[config.mk]
export PLATFORM = sky130hd
export DESIGN_NAME = operand_fetch
export DESIGN_NICKNAME = d
export VERILOG_FILES = /design/src/rtl/operand_fetch.sv
export SDC_FILE = /design/constraint.sdc
export NUM_CORES = 1
export LEC_CHECK = 0
export ABC_AREA = 1
export BUFFER_PORTS_ARGS = -buffer_cell sky130_fd_sc_hd__buf_4
export CORE_UTILIZATION = 35
export DETAILED_ROUTE_END_ITERATION = 10
export PLACE_DENSITY_LB_ADDON = 0.05
export SKIP_CTS_REPAIR_TIMING = 1
export SLEW_MARGIN = 20
export SYNTH_ARGS = -nofsm -noshare
export SYNTH_HDL_FRONTEND = slang
export SYNTH_SLANG_ARGS = --single-unit
[constraint.sdc]
create_clock -name clk -period 2.2 [get_ports clk]
set_input_delay 0.11 -clock clk [delete_from_list [all_inputs] [get_ports clk]]
set_output_delay 0.11 -clock clk [all_outputs]
set_load 0.005 [all_outputs]
[src/rtl/operand_fetch.sv]
//============================================================================
// Module      : operand_fetch
// Description : Operand-fetch stage. Latches one instruction, reads rs1/rs2
//               from a 1-cycle-latency block-RAM register file whose port B
//               is shared between read-2 and write, forwards late writeback
//               data into the captured operands, and hands instruction plus
//               operands to execute over a valid/ready handshake.
// Revision    : 1.0 - initial release
//============================================================================
`default_nettype none

module operand_fetch (
  input  logic        clk,
  input  logic        reset,
  input  logic        flush_in,
  input  logic [31:0] instr_in,
  input  logic        instr_valid_in,
  output logic        instr_ready_out,
  input  logic [4:0]  wb_addr_in,
  input  logic [31:0] wb_data_in,
  input  logic        wb_en_in,
  output logic [4:0]  read_addr_1_out,
  output logic [4:0]  read_addr_2_out,
  output logic        read_en_out,
  output logic [4:0]  write_addr_out,
  output logic [31:0] write_data_out,
  output logic        write_en_out,
  output logic        en_reg_file_out,
  input  logic [31:0] read_data_1_in,
  input  logic [31:0] read_data_2_in,
  output logic [31:0] instr_out,
  output logic [31:0] rs1_data_out,
  output logic [31:0] rs2_data_out,
  output logic        op_valid_out,
  input  logic        op_ready_in
);

  typedef enum logic [1:0] {
    S_IDLE  = 2'd0,
    S_READ  = 2'd1,
    S_WAIT  = 2'd2,
    S_VALID = 2'd3
  } state_t;

  state_t      r_state;
  logic [31:0] r_instr;
  logic [31:0] r_rs1_data;
  logic [31:0] r_rs2_data;
  logic        r_op_valid;

  logic        w_wb_eff;
  logic [4:0]  w_rs1_addr;
  logic [4:0]  w_rs2_addr;
  logic [31:0] w_rs1_cap;
  logic [31:0] w_rs2_cap;

  // Writes to x0 never reach the register file and never forward.
  assign w_wb_eff   = wb_en_in & (wb_addr_in != 5'd0);
  assign w_rs1_addr = r_instr[19:15];
  assign w_rs2_addr = r_instr[24:20];

  // Writeback owns port B whenever it is active, so the read backs off.
  assign write_en_out    = w_wb_eff;
  assign write_addr_out  = wb_addr_in;
  assign write_data_out  = wb_data_in;
  assign read_addr_1_out = w_rs1_addr;
  assign read_addr_2_out = w_rs2_addr;
  assign read_en_out     = (r_state == S_READ) & ~w_wb_eff;
  assign en_reg_file_out = read_en_out | write_en_out;

  assign instr_ready_out = (r_state == S_IDLE);
  assign instr_out       = r_instr;
  assign rs1_data_out    = r_rs1_data;
  assign rs2_data_out    = r_rs2_data;
  assign op_valid_out    = r_op_valid;

  // Operand selection in the capture cycle: x0, then same-cycle writeback,
  // then the RAM data that was read in the previous cycle.
  always_comb begin
    w_rs1_cap = read_data_1_in;
    w_rs2_cap = read_data_2_in;
    if (w_rs1_addr == 5'd0) begin
      w_rs1_cap = 32'd0;
    end else if (w_wb_eff && (wb_addr_in == w_rs1_addr)) begin
      w_rs1_cap = wb_data_in;
    end
    if (w_rs2_addr == 5'd0) begin
      w_rs2_cap = 32'd0;
    end else if (w_wb_eff && (wb_addr_in == w_rs2_addr)) begin
      w_rs2_cap = wb_data_in;
    end
  end

  // Stage FSM with registered instruction, operands and valid flag.
  always_ff @(posedge clk) begin
    if (reset) begin
      r_state    <= S_IDLE;
      r_instr    <= 32'd0;
      r_rs1_data <= 32'd0;
      r_rs2_data <= 32'd0;
      r_op_valid <= 1'b0;
    end else if (flush_in) begin
      // Squash only the control state; captured data is left as is.
      r_state    <= S_IDLE;
      r_op_valid <= 1'b0;
    end else begin
      case (r_state)
        S_IDLE: begin
          if (instr_valid_in) begin
            r_instr <= instr_in;
            r_state <= S_READ;
          end
        end
        S_READ: begin
          if (!w_wb_eff) begin
            r_state <= S_WAIT;
          end
        end
        S_WAIT: begin
          r_rs1_data <= w_rs1_cap;
          r_rs2_data <= w_rs2_cap;
          r_op_valid <= 1'b1;
          r_state    <= S_VALID;
        end
        S_VALID: begin
          // w_wb_eff already excludes x0, so a match implies a nonzero source.
          if (w_wb_eff && (wb_addr_in == w_rs1_addr)) begin
            r_rs1_data <= wb_data_in;
          end
          if (w_wb_eff && (wb_addr_in == w_rs2_addr)) begin
            r_rs2_data <= wb_data_in;
          end
          if (op_ready_in) begin
            r_op_valid <= 1'b0;
            r_state    <= S_IDLE;
          end
        end
        default: begin
          r_state    <= S_IDLE;
          r_op_valid <= 1'b0;
        end
      endcase
    end
  end

endmodule

`default_nettype wire
==> results of run 1 <==
## tightest hold or removal path, stage by stage
cell and delay, ps:
sky130_fd_sc_hd__buf_4 80, sky130_fd_sc_hd__nor2_1 30, sky130_fd_sc_hd__nor2_1 80
## flip-flops by register name (all words and copies together), names as in the netlist
register / count
rs2_data_out: 32
instr_out: 32
r_state: 2
op_valid_out: 1
rs1_data_out: 32
## final timing paths
kind                                      start                       endpoint  slack (ps)
setup / recovery        r_state[0]$_SDFFE_PP0P_     instr_out[10]$_SDFFE_PP0P_         320
hold / removal                      instr_in[4]      instr_out[4]$_SDFFE_PP0P_         -20
setup reg to reg        r_state[0]$_SDFFE_PP0P_     instr_out[10]$_SDFFE_PP0P_         320
hold reg to reg   rs1_data_out[29]$_SDFFE_PP0P_  rs1_data_out[29]$_SDFFE_PP0P_         510
## Yosys cell counts (2+ instances only)
cell,count
sky130_fd_sc_hd__buf_6,8
sky130_fd_sc_hd__nand3_1,66
sky130_fd_sc_hd__nand2_1,277
sky130_fd_sc_hd__dfxtp_1,99
sky130_fd_sc_hd__buf_4,53
sky130_fd_sc_hd__buf_2,12
sky130_fd_sc_hd__inv_1,145
sky130_fd_sc_hd__a21oi_1,4
sky130_fd_sc_hd__nand2_2,30
sky130_fd_sc_hd__buf_8,2
sky130_fd_sc_hd__ha_1,4
sky130_fd_sc_hd__nor2_1,325
sky130_fd_sc_hd__nand3_4,2
sky130_fd_sc_hd__clkbuf_1,28
sky130_fd_sc_hd__nor2_2,2
sky130_fd_sc_hd__o21ai_0,35
sky130_fd_sc_hd__nor3_1,2
sky130_fd_sc_hd__xor2_1,6
sky130_fd_sc_hd__nand4_1,2
## power by group
part | leakage [nW] | switching (mW) | internal, mW
Clock | 0.139 | 0.776 | 0.811
Sequential | 0.806 | 0.0691 | 1.89
Combinational | 4.17 | 0.655 | 0.607
## cell families (layout without fill, tap and decap cells)
| family | Yosys count | after routing | share of synthesized area |
|---|---|---|---|
| adders and majority gates | 4 | 4 | 0.00777 |
| and+or+nand+nor | 710 | 710 | 0.448 |
| buffers and inverters | 252 | 491 | 0.194 |
| DFF | 99 | 99 | 0.308 |
| xor gates and xnor gates | 7 | 7 | 0.00952 |
| AOI/OAI and AO/OA | 42 | 42 | 0.0334 |
## area by class of cell
cell class                      instances  area, sq um  share of cell area
Inverter                              147          556              0.0624
Timing Repair Buffer                  328         2570               0.289
Clock inverter                          6         47.5             0.00534
Multi-Input combinational cell        763         3220               0.361
Clock buffer                           10          239              0.0268
Sequential cell                        99         1980               0.223
Tap cell                              229          287              0.0322
## stage by stage
stage / util / instances
floorplan: - / 1114
detailed placement: 0.467 / 1546
global route: 0.494 / 1582
finish: 0.494 / 1582
global placement: 0.467 / 1546
CTS: 0.483 / 1562
## per-layer routing
metal  up-vias  GRT usage
met4         0     0.0568
li1       3703          -
met3        15     0.0467
met1      3062      0.260
met2       191      0.357
met5         -          0
==> qor.log, run 1 <==
qor: setup_path.maximum_fanout_count_along_the_critical_path 14
qor: timing.worst_hold_slack -21.7 ps
qor: clock_network.worst_setup_hold_path_clk_slew 80 ps
qor: finish.drive_above_1_share 0.271
qor: timing.slew-limit-headroom 0.726
qor: detailed_routing.wirelength_met1 8970 um
qor: timing.slew_worst_pin 411 ps
qor: finish.fillCellCount 1965
qor: finish.layout_stage_area_growth_over_the_synthesis_result 38.3%
qor: detailed_routing.num_vias 6971
qor: timing.share_of_the_cycle_needed_by_the_critical_path_after_routing 0.855
qor: timing.final.setup.worst_slack 318 ps
qor: pwr.power.density 541 nW/um^2
qor: setup_path.worst_setup_ep_type register
qor: timing.setup_tns 0 ps
qor: logic_synthesis.synth_top_area_share 0.308
qor: setup_path.cp.required 2450 ps
qor: setup_path.max_stage_delay 340 ps
qor: clock_network.numCtsBuffers 9
qor: clock_network.ctsRootBufferMaster sky130_fd_sc_hd__clkbuf_16
qor: floorplan.dieWidth 138 um
qor: setup_path.worst-path-stages 8
qor: setup_path.reg2reg_depth 8
qor: clock_network.cts_tree built
qor: detailed_routing.wire_per_inst 12.5 um
qor: global_routing.first_global_vias 6237
qor: place.place_area 8420 sq um
qor: outcome.status finished with violations
qor: setup_path.crit_chain inv_1 -> ha_1 -> inv_1 -> nor3_2 -> clkinv_1 -> buf_4 -> nor2_1 -> nor2_1
qor: worst_hold_path.min_path_cells 3
qor: clock_network.cts.sinks 99
qor: timing.finalHoldViolations 11
qor: timing.drv_slew 0
qor: pwr.leakage 5.11 nW
qor: floorplan.die_area 18900 sq um
qor: timing.max_freq 531 MHz
qor: timing.final_period_minus_worst_setup_slack 1880 ps
qor: floorplan.start_util 0.357
qor: detailed_routing.wl 19800 um
qor: setup_path.worst-endpoint-arrival 2130 ps
qor: logic_synthesis.ys_seq_area_frac 0.308
qor: detailed_routing.drc_errors 0
qor: timing.rsz0062_at_grt no
qor: floorplan.io_pins 287
qor: detailed_routing.avgViaCountPerCell 4.41
qor: logic_synthesis.synth.top_cells.by_area sky130_fd_sc_hd__dfxtp_1 (31%), sky130_fd_sc_hd__nor2_1 (19%), sky130_fd_sc_hd__nand2_1 (16%)
qor: clock_network.worst_skew_pair.late_latency 350 ps
qor: logic_synthesis.syn_nets 1257
qor: floorplan.die_height 138 um
qor: setup_path.critPathTopFamily buffers and inverters
qor: setup_path.path_buf_inv 4
qor: logic_synthesis.postSynth.topFlopCell sky130_fd_sc_hd__dfxtp_1
qor: flow_run.timing.max_cap.violations 0
qor: outcome.violations_in_the_final_reports hold timing
qor: detailed_routing.routed-wl-met3 1320 um
qor: logic_synthesis.synth_seq_cells 99
qor: global_routing.gr-usage-all-layers 0.208
qor: logic_synthesis.post_synth.cell_area_avg 5.78 sq um
qor: logic_synthesis.synthesis_warnings 0
qor: detailed_routing.detailroute.wirelength.met2 9320 um
qor: logic_synthesis.synthesis.instances 1114
qor: place.place.detailed.hpwl 14800 um
qor: logic_synthesis.netlist.top_cell.by_area sky130_fd_sc_hd__dfxtp_1
qor: finish.layout_common_cells sky130_fd_sc_hd__nor2_1 (325), sky130_fd_sc_hd__buf_4 (303), sky130_fd_sc_hd__nand2_1 (277), sky130_fd_sc_hd__inv_1 (143), sky130_fd_sc_hd__dfxtp_1 (99)
qor: clock_network.clock_tree.buffer_depth 2
qor: pwr.totalPowerFinal 4.81 mW
qor: global_routing.grt_start_max_net_pins 51
qor: global_routing.grt_overflow_total 0
qor: timing.final-setup-viol-count 0
qor: timing.clock-skew-final 9.13 ps
qor: setup_path.crit_slowest_cell sky130_fd_sc_hd__dfxtp_1
qor: place.routability_congestion_estimate_from_global_placement 0.834
qor: worst_hold_path.worst_hold_path_type input port to register
qor: logic_synthesis.yosys.cell_types.count 31
qor: clock_network.clock_tree.htree_level_count 3
qor: detailed_routing.dr.first_iter.drc_count 264
qor: finish.antennaDiodeCount 0
qor: setup_path.crit_type register to register
qor: global_routing.grt_first_pass_wirelength 30700 um
qor: finish.finalNetCount 1491
qor: finish.finalInstanceArea 8900 sq um
qor: pwr.worst_ir_drop_vdd 371 uV
qor: setup_path.crit_path_start_kind register
qor: detailed_routing.top_layer met4
qor: logic_synthesis.mappedNetlistArea 6440 sq um
qor: detailed_routing.final_antenna_net_count 0
qor: floorplan.core 18000 sq um
qor: logic_synthesis.synth_enable_flop_cells 0
qor: logic_synthesis.ffs_w_async_s_r_synth 0
qor: global_routing.antenna_violations_before_repair 0
qor: detailed_routing.dr.pass1.iters 5
qor: place.numPortBuffers 286
qor: finish.layout.cells.most_common sky130_fd_sc_hd__nor2_1
qor: floorplan.std_cell_rows 49
qor: place.dpl_worst_slack 347 ps
No activity file was read; power rests on OpenSTA's default activity.
==> run 2: changes to the inputs <==
- CORE_ASPECT_RATIO: default -> 0.8
==> run 2 against run 1 <==
Compared with the run above: the run still ends with hold timing left; critical path depth is 1 higher; first-iteration DRC count increased by 40%; final cell count is 0.51% lower; global-route usage up 0.82 points; wire length is 4.7% higher; clock-buffer cell count unchanged; worst hold slack lost 2.3 ps; clock skew hardly changed; sequential power hardly changed; register-to-register slack hardly changed; total power is 1.6% higher; critical path type unchanged; highest routed layer unchanged.
==> qor.log, run 2 (synthesis results as in run 1) <==
qor: setup_path.reg2reg_depth 9
qor: floorplan.dieWidth 154 um
qor: finish.non_filler_cells_in_the_finished_layout 1574
qor: timing.final-setup-viol-count 0
qor: finish.layout_common_cells sky130_fd_sc_hd__nor2_1 (325), sky130_fd_sc_hd__buf_4 (301), sky130_fd_sc_hd__nand2_1 (277), sky130_fd_sc_hd__inv_1 (143), sky130_fd_sc_hd__dfxtp_1 (99)
qor: setup_path.crit_path_start_kind register
qor: pwr.leakage 5.10 nW
qor: outcome.violations_in_the_final_reports hold timing
qor: timing.max_freq 529 MHz
qor: detailed_routing.dr.pass1.iters 5
qor: setup_path.max_stage_delay 410 ps
qor: pwr.worst_ir_drop_vdd 360 uV
qor: global_routing.grt_first_pass_wirelength 32100 um
qor: setup_path.crit_chain xnor2_1 -> nand2_1 -> nor2_2 -> nand4_1 -> nand2_2 -> nand2_4 -> nand2_1 -> nand2_1 -> nor2_1
qor: clock_network.ctsRootBufferMaster sky130_fd_sc_hd__clkbuf_16
qor: finish.antennaDiodeCount 0
qor: finish.layout.cells.most_common sky130_fd_sc_hd__nor2_1
qor: detailed_routing.num_vias 6985
qor: worst_hold_path.min_path_cells 3
qor: finish.finalNetCount 1488
qor: global_routing.antenna_violations_before_repair 0
qor: setup_path.maximum_fanout_count_along_the_critical_path 32
qor: place.dp_cells 1539
qor: detailed_routing.final_antenna_net_count 0
qor: timing.worst_hold_slack -24.0 ps
qor: global_routing.globalRouteMet3Util 0.0498
qor: worst_hold_path.worst_hold_path_type input port to register
qor: global_routing.grt_overflow_total 0
qor: floorplan.start_util 0.365
qor: clock_network.worst_setup_hold_path_clk_slew 80 ps
qor: global_routing.gr-usage-all-layers 0.216
qor: detailed_routing.wl 20800 um
qor: timing.finalHoldViolations 9
qor: setup_path.critPathMostFrequentCell sky130_fd_sc_hd__nand2_1
qor: clock_network.worst_skew_pair.late_latency 350 ps
qor: setup_path.worst-endpoint-arrival 2180 ps
qor: setup_path.worst_setup_ep_type register
qor: timing.rsz0062_at_grt no
qor: global_routing.busiest_layer_in_global_routing met2
qor: pwr.totalPowerFinal 4.89 mW
qor: clock_network.cts.sinks 99
qor: finish.layout_stage_area_growth_over_the_synthesis_result 37.9%
qor: setup_path.cp.required 2490 ps
qor: timing.share_of_the_cycle_needed_by_the_critical_path_after_routing 0.859
qor: floorplan.die_area 18900 sq um
qor: place.numPortBuffers 286
qor: timing.setup_tns 0 ps
qor: timing.slew-limit-headroom 0.593
qor: timing.drv_slew 0
qor: floorplan.core 17600 sq um
qor: place.routability_congestion_estimate_from_global_placement 0.851
qor: finish.fin_util 0.503
qor: global_routing.grt_use_met2 0.349
qor: detailed_routing.drc_errors 0
qor: clock_network.cts_tree built
qor: timing.clock-skew-final 8.76 ps
qor: place.place.detailed.hpwl 15300 um
qor: clock_network.numCtsBuffers 9
qor: global_routing.first_global_vias 6031
qor: global_routing.globalRouteMet1Util 0.294
qor: detailed_routing.wire_per_inst 13.2 um
qor: setup_path.crit_type register to register
qor: timing.final_period_minus_worst_setup_slack 1890 ps
qor: outcome.status finished with violations
qor: detailed_routing.dr.first_iter.drc_count 370
qor: global_routing.grt_start_max_net_pins 54
qor: pwr.power.density 551 nW/um^2
qor: clock_network.clock_tree.buffer_depth 2
qor: detailed_routing.avgViaCountPerCell 4.44
qor: floorplan.std_cell_rows 43
qor: floorplan.die_height 123 um
qor: setup_path.crit_slowest_cell sky130_fd_sc_hd__dfxtp_1
qor: finish.drive_above_1_share 0.268
qor: clock_network.clock_tree.htree_level_count 3
qor: flow_run.timing.max_cap.violations 0
qor: floorplan.io_pins 287
qor: timing.slew_worst_pin 611 ps
[run 2: report_power, final]
group / total [mW] / switching (mW) / internal [mW]
Clock: 1.66 / 0.739 / 0.916
Sequential: 1.96 / 0.0676 / 1.89
Combinational: 1.27 / 0.667 / 0.604
[run 2: layout make-up]
| cell class | count | area [sq um] |
|---|---|---|
| clock buffers | 10 | 239 |
| clock inverters | 5 | 61.3 |
| fillers | 1903 | 8770 |
| inverters | 147 | 554 |
| multi-input cells | 763 | 3220 |
| flip-flops and latches | 99 | 1980 |
| well taps | 225 | 282 |
| repair buffers | 325 | 2540 |
[run 2: path summary, 6_finish.rpt]
path / from / end / slack, ps
max: instr_out[15]$_SDFFE_PP0P_ / rs1_data_out[27]$_SDFFE_PP0P_ / 310
min: instr_in[22] / instr_out[22]$_SDFFE_PP0P_ / -20
max reg2reg: instr_out[15]$_SDFFE_PP0P_ / rs1_data_out[27]$_SDFFE_PP0P_ / 310
min reg2reg: rs1_data_out[6]$_SDFFE_PP0P_ / rs1_data_out[6]$_SDFFE_PP0P_ / 510
[run 2: per-stage QoR]
step	cell area [sq um]	setup WS [ps]
2_1_floorplan	6440	610
4_1_cts	8670	269
5_1_grt	8870	54.9
3_5_place_dp	8370	290
6_report	8870	309
3_3_place_gp	8370	389
[run 2: per-layer routing]
| layer | wire [um] | part of all wire |
|---|---|---|
| met1 | 9860 | 0.47 |
| met2 | 9470 | 0.46 |
| met3 | 1270 | 0.061 |
| met4 | 182 | 0.0088 |
| met5 | 0 | 0 |
[run 2: worst max-delay path, delay by kind of cell, from the launching register on]
kind | cells | cell delay (ps)
AND/OR/NAND/NOR | 8 | 1270
flip-flops | 1 | 410
XOR/XNOR | 1 | 140
==> run 3: changes to the inputs <==
==> constraint.sdc (replaced) <==
create_clock -name clk -period 2.2 [get_ports clk]
set_input_delay 0.33 -clock clk [delete_from_list [all_inputs] [get_ports clk]]
set_output_delay 0.33 -clock clk [all_outputs]
set_load 0.005 [all_outputs]
==> run 3 against run 2 <==
Compared with the run above: the flow now finishes without violations; clock-buffer cell count shrank 1; flip-flop and latch count is the same; core utilization shrank 1.0 points; final area shrank 2.1%; critical path depth shrank 1; clock skew shrank 1.3 ps; combinational power is essentially flat; sequential power is essentially flat; register-to-register slack gained 98 ps; worst hold slack gained 190 ps; critical path type unchanged; critical endpoint is now rs2_data_out[6]$_SDFFE_PP0P_; highest routed layer is now met5.
==> qor.log, run 3 (synthesis results as in run 1) <==
qor: floorplan.io_pins 287
qor: timing.clock-skew-final 7.51 ps
qor: timing.slew_worst_pin 586 ps
qor: floorplan.dieWidth 154 um
qor: detailed_routing.detailroute.wirelength.met2 9160 um
qor: place.place_area 8400 sq um
qor: finish.drive_above_1_share 0.273
qor: floorplan.core 17600 sq um
qor: detailed_routing.final_antenna_net_count 0
qor: finish.non_filler_cells_in_the_finished_layout 1556
qor: clock_network.cts.sinks 99
qor: setup_path.cp.required 2440 ps
qor: floorplan.start_util 0.365
qor: timing.max_freq 558 MHz
qor: setup_path.crit_chain ha_2 -> buf_4 -> nand4_1 -> nand2_1 -> buf_4 -> nand3_1 -> nor2_1 -> nor2_1
qor: worst_hold_path.min_to op_valid_out$_SDFFE_PP0P_
qor: setup_path.max_stage_delay 360 ps
qor: clock_network.clock_tree.htree_level_count 3
qor: detailed_routing.dr.pass1.iters 5
qor: detailed_routing.routed-wl-met3 1130 um
qor: finish.finalNetCount 1470
qor: detailed_routing.wirelength_met1 9960 um
qor: place.place.detailed.hpwl 15200 um
qor: finish.layout.cells.most_common sky130_fd_sc_hd__nor2_1
qor: timing.final_period_minus_worst_setup_slack 1790 ps
qor: setup_path.crit_type register to register
qor: timing.drv_slew 0
qor: pwr.totalPowerFinal 4.83 mW
qor: pwr.worst_ir_drop_vdd 348 uV
qor: timing.final-setup-viol-count 0
qor: timing.slew-limit-headroom 0.609
qor: setup_path.crit_path_start_kind register
qor: flow_run.timing.max_cap.violations 0
qor: detailed_routing.num_vias 6845
qor: global_routing.grt_first_pass_wirelength 32000 um
qor: setup_path.reg2reg_depth 8
qor: global_routing.grt_overflow_total 0
qor: timing.finalHoldViolations 0
qor: setup_path.r2r_end rs2_data_out[6]$_SDFFE_PP0P_
qor: finish.finalInstanceArea 8690 sq um
qor: setup_path.launching_element_of_the_worst_setup_path r_state[0]$_SDFFE_PP0P_
qor: timing.setup_tns 0 ps
qor: setup_path.maximum_fanout_count_along_the_critical_path 23
qor: pwr.power.density 555 nW/um^2
qor: worst_hold_path.worst_hold_path_type input port to register
qor: finish.layout_stage_area_growth_over_the_synthesis_result 35.0%
qor: clock_network.clock_tree.buffer_depth 2
qor: global_routing.gr-usage-all-layers 0.216
qor: timing.share_of_the_cycle_needed_by_the_critical_path_after_routing 0.815
qor: detailed_routing.avgViaCountPerCell 4.40
qor: setup_path.worst_setup_ep_type register
qor: clock_network.worst_skew_pair.late_latency 350 ps
qor: detailed_routing.wl 20500 um
qor: finish.multi_input_area 3220 sq um
qor: place.dp_cells 1541
qor: setup_path.timing.rr.start r_state[0]$_SDFFE_PP0P_
qor: worst_hold_path.holdCritStartpoint reset
qor: finish.antennaDiodeCount 0
qor: detailed_routing.wire_per_inst 13.2 um
qor: floorplan.die_height 123 um
qor: setup_path.reg2reg_setup_slack 410 ps
qor: place.numPortBuffers 286
qor: timing.rsz0062_at_grt no
qor: global_routing.antenna_violations_before_repair 1
qor: setup_path.path_buf_inv 2
qor: clock_network.ctsRootBufferMaster sky130_fd_sc_hd__clkbuf_16
qor: setup_path.worst-endpoint-arrival 2040 ps
qor: floorplan.die_area 18900 sq um
qor: setup_path.critPathTopFamily simple AND/OR/NAND/NOR gates
qor: clock_network.cts_tree built
qor: place.routability_congestion_estimate_from_global_placement 0.903
qor: detailed_routing.dr.first_iter.drc_count 346
qor: timing.worst_hold_slack 170 ps
qor: clock_network.numCtsBuffers 9
qor: worst_hold_path.min_path_cells 2
qor: finish.seqCellArea 1980 sq um
qor: detailed_routing.top_layer met5
qor: finish.fillCellCount 1916
qor: global_routing.grt_start_max_net_pins 67
qor: global_routing.first_global_vias 6116
qor: outcome.status completed
qor: detailed_routing.drc_errors 0
qor: floorplan.std_cell_rows 43
qor: setup_path.crit_slowest_cell sky130_fd_sc_hd__dfxtp_1
qor: pwr.leakage 5.03 nW
qor: clock_network.worst_setup_hold_path_clk_slew 70 ps
qor: finish.layout_common_cells sky130_fd_sc_hd__nor2_1 (325), sky130_fd_sc_hd__buf_4 (302), sky130_fd_sc_hd__nand2_1 (277), sky130_fd_sc_hd__inv_1 (143), sky130_fd_sc_hd__dfxtp_1 (99)
## run 3: final cells by class
cell class	count	area share
repair buffers	307	0.272
clock inverters	6	0.00749
multi-input cells	763	0.370
inverters	147	0.0638
clock buffers	9	0.0259
well taps	225	0.0324
flip-flops and latches	99	0.228
## run 3: report_power, final
group / leakage [nW] / internal [mW] / total, mW / switching (mW)
registers: 0.806 / 1.89 / 1.96 / 0.0693
clock network: 0.142 / 0.881 / 1.62 / 0.743
logic: 4.08 / 0.588 / 1.24 / 0.652
## run 3: routing by layer
| layer | up-vias | track usage |
|---|---|---|
| met4 | 2 | 0.0531 |
| met1 | 2966 | 0.292 |
| met2 | 199 | 0.347 |
| li1 | 3662 | - |
| met3 | 16 | 0.0533 |
| met5 | - | 0 |
## run 3: how the worst max path moves through the flow
stage	to	slack (ps)	cells past startpoint
6_report	rs2_data_out[6]$_SDFFE_PP0P_	410	8
5_1_grt	rs1_data_out[2]$_SDFFE_PP0P_	210	10
4_1_cts	rs1_data_out[5]$_SDFFE_PP0P_	370	9
3_5_place_dp	rs1_data_out[5]$_SDFFE_PP0P_	330	12
3_3_place_gp	rs1_data_out[5]$_SDFFE_PP0P_	340	12
2_1_floorplan	instr_out[25]$_SDFFE_PP0P_	610	8
## run 3: through the flow
stage	utilization	setup WS [ps]
floorplan	-	610
global placement	0.476	341
detailed placement	0.476	327
global route	0.493	207
finish	0.493	407
CTS	0.493	374
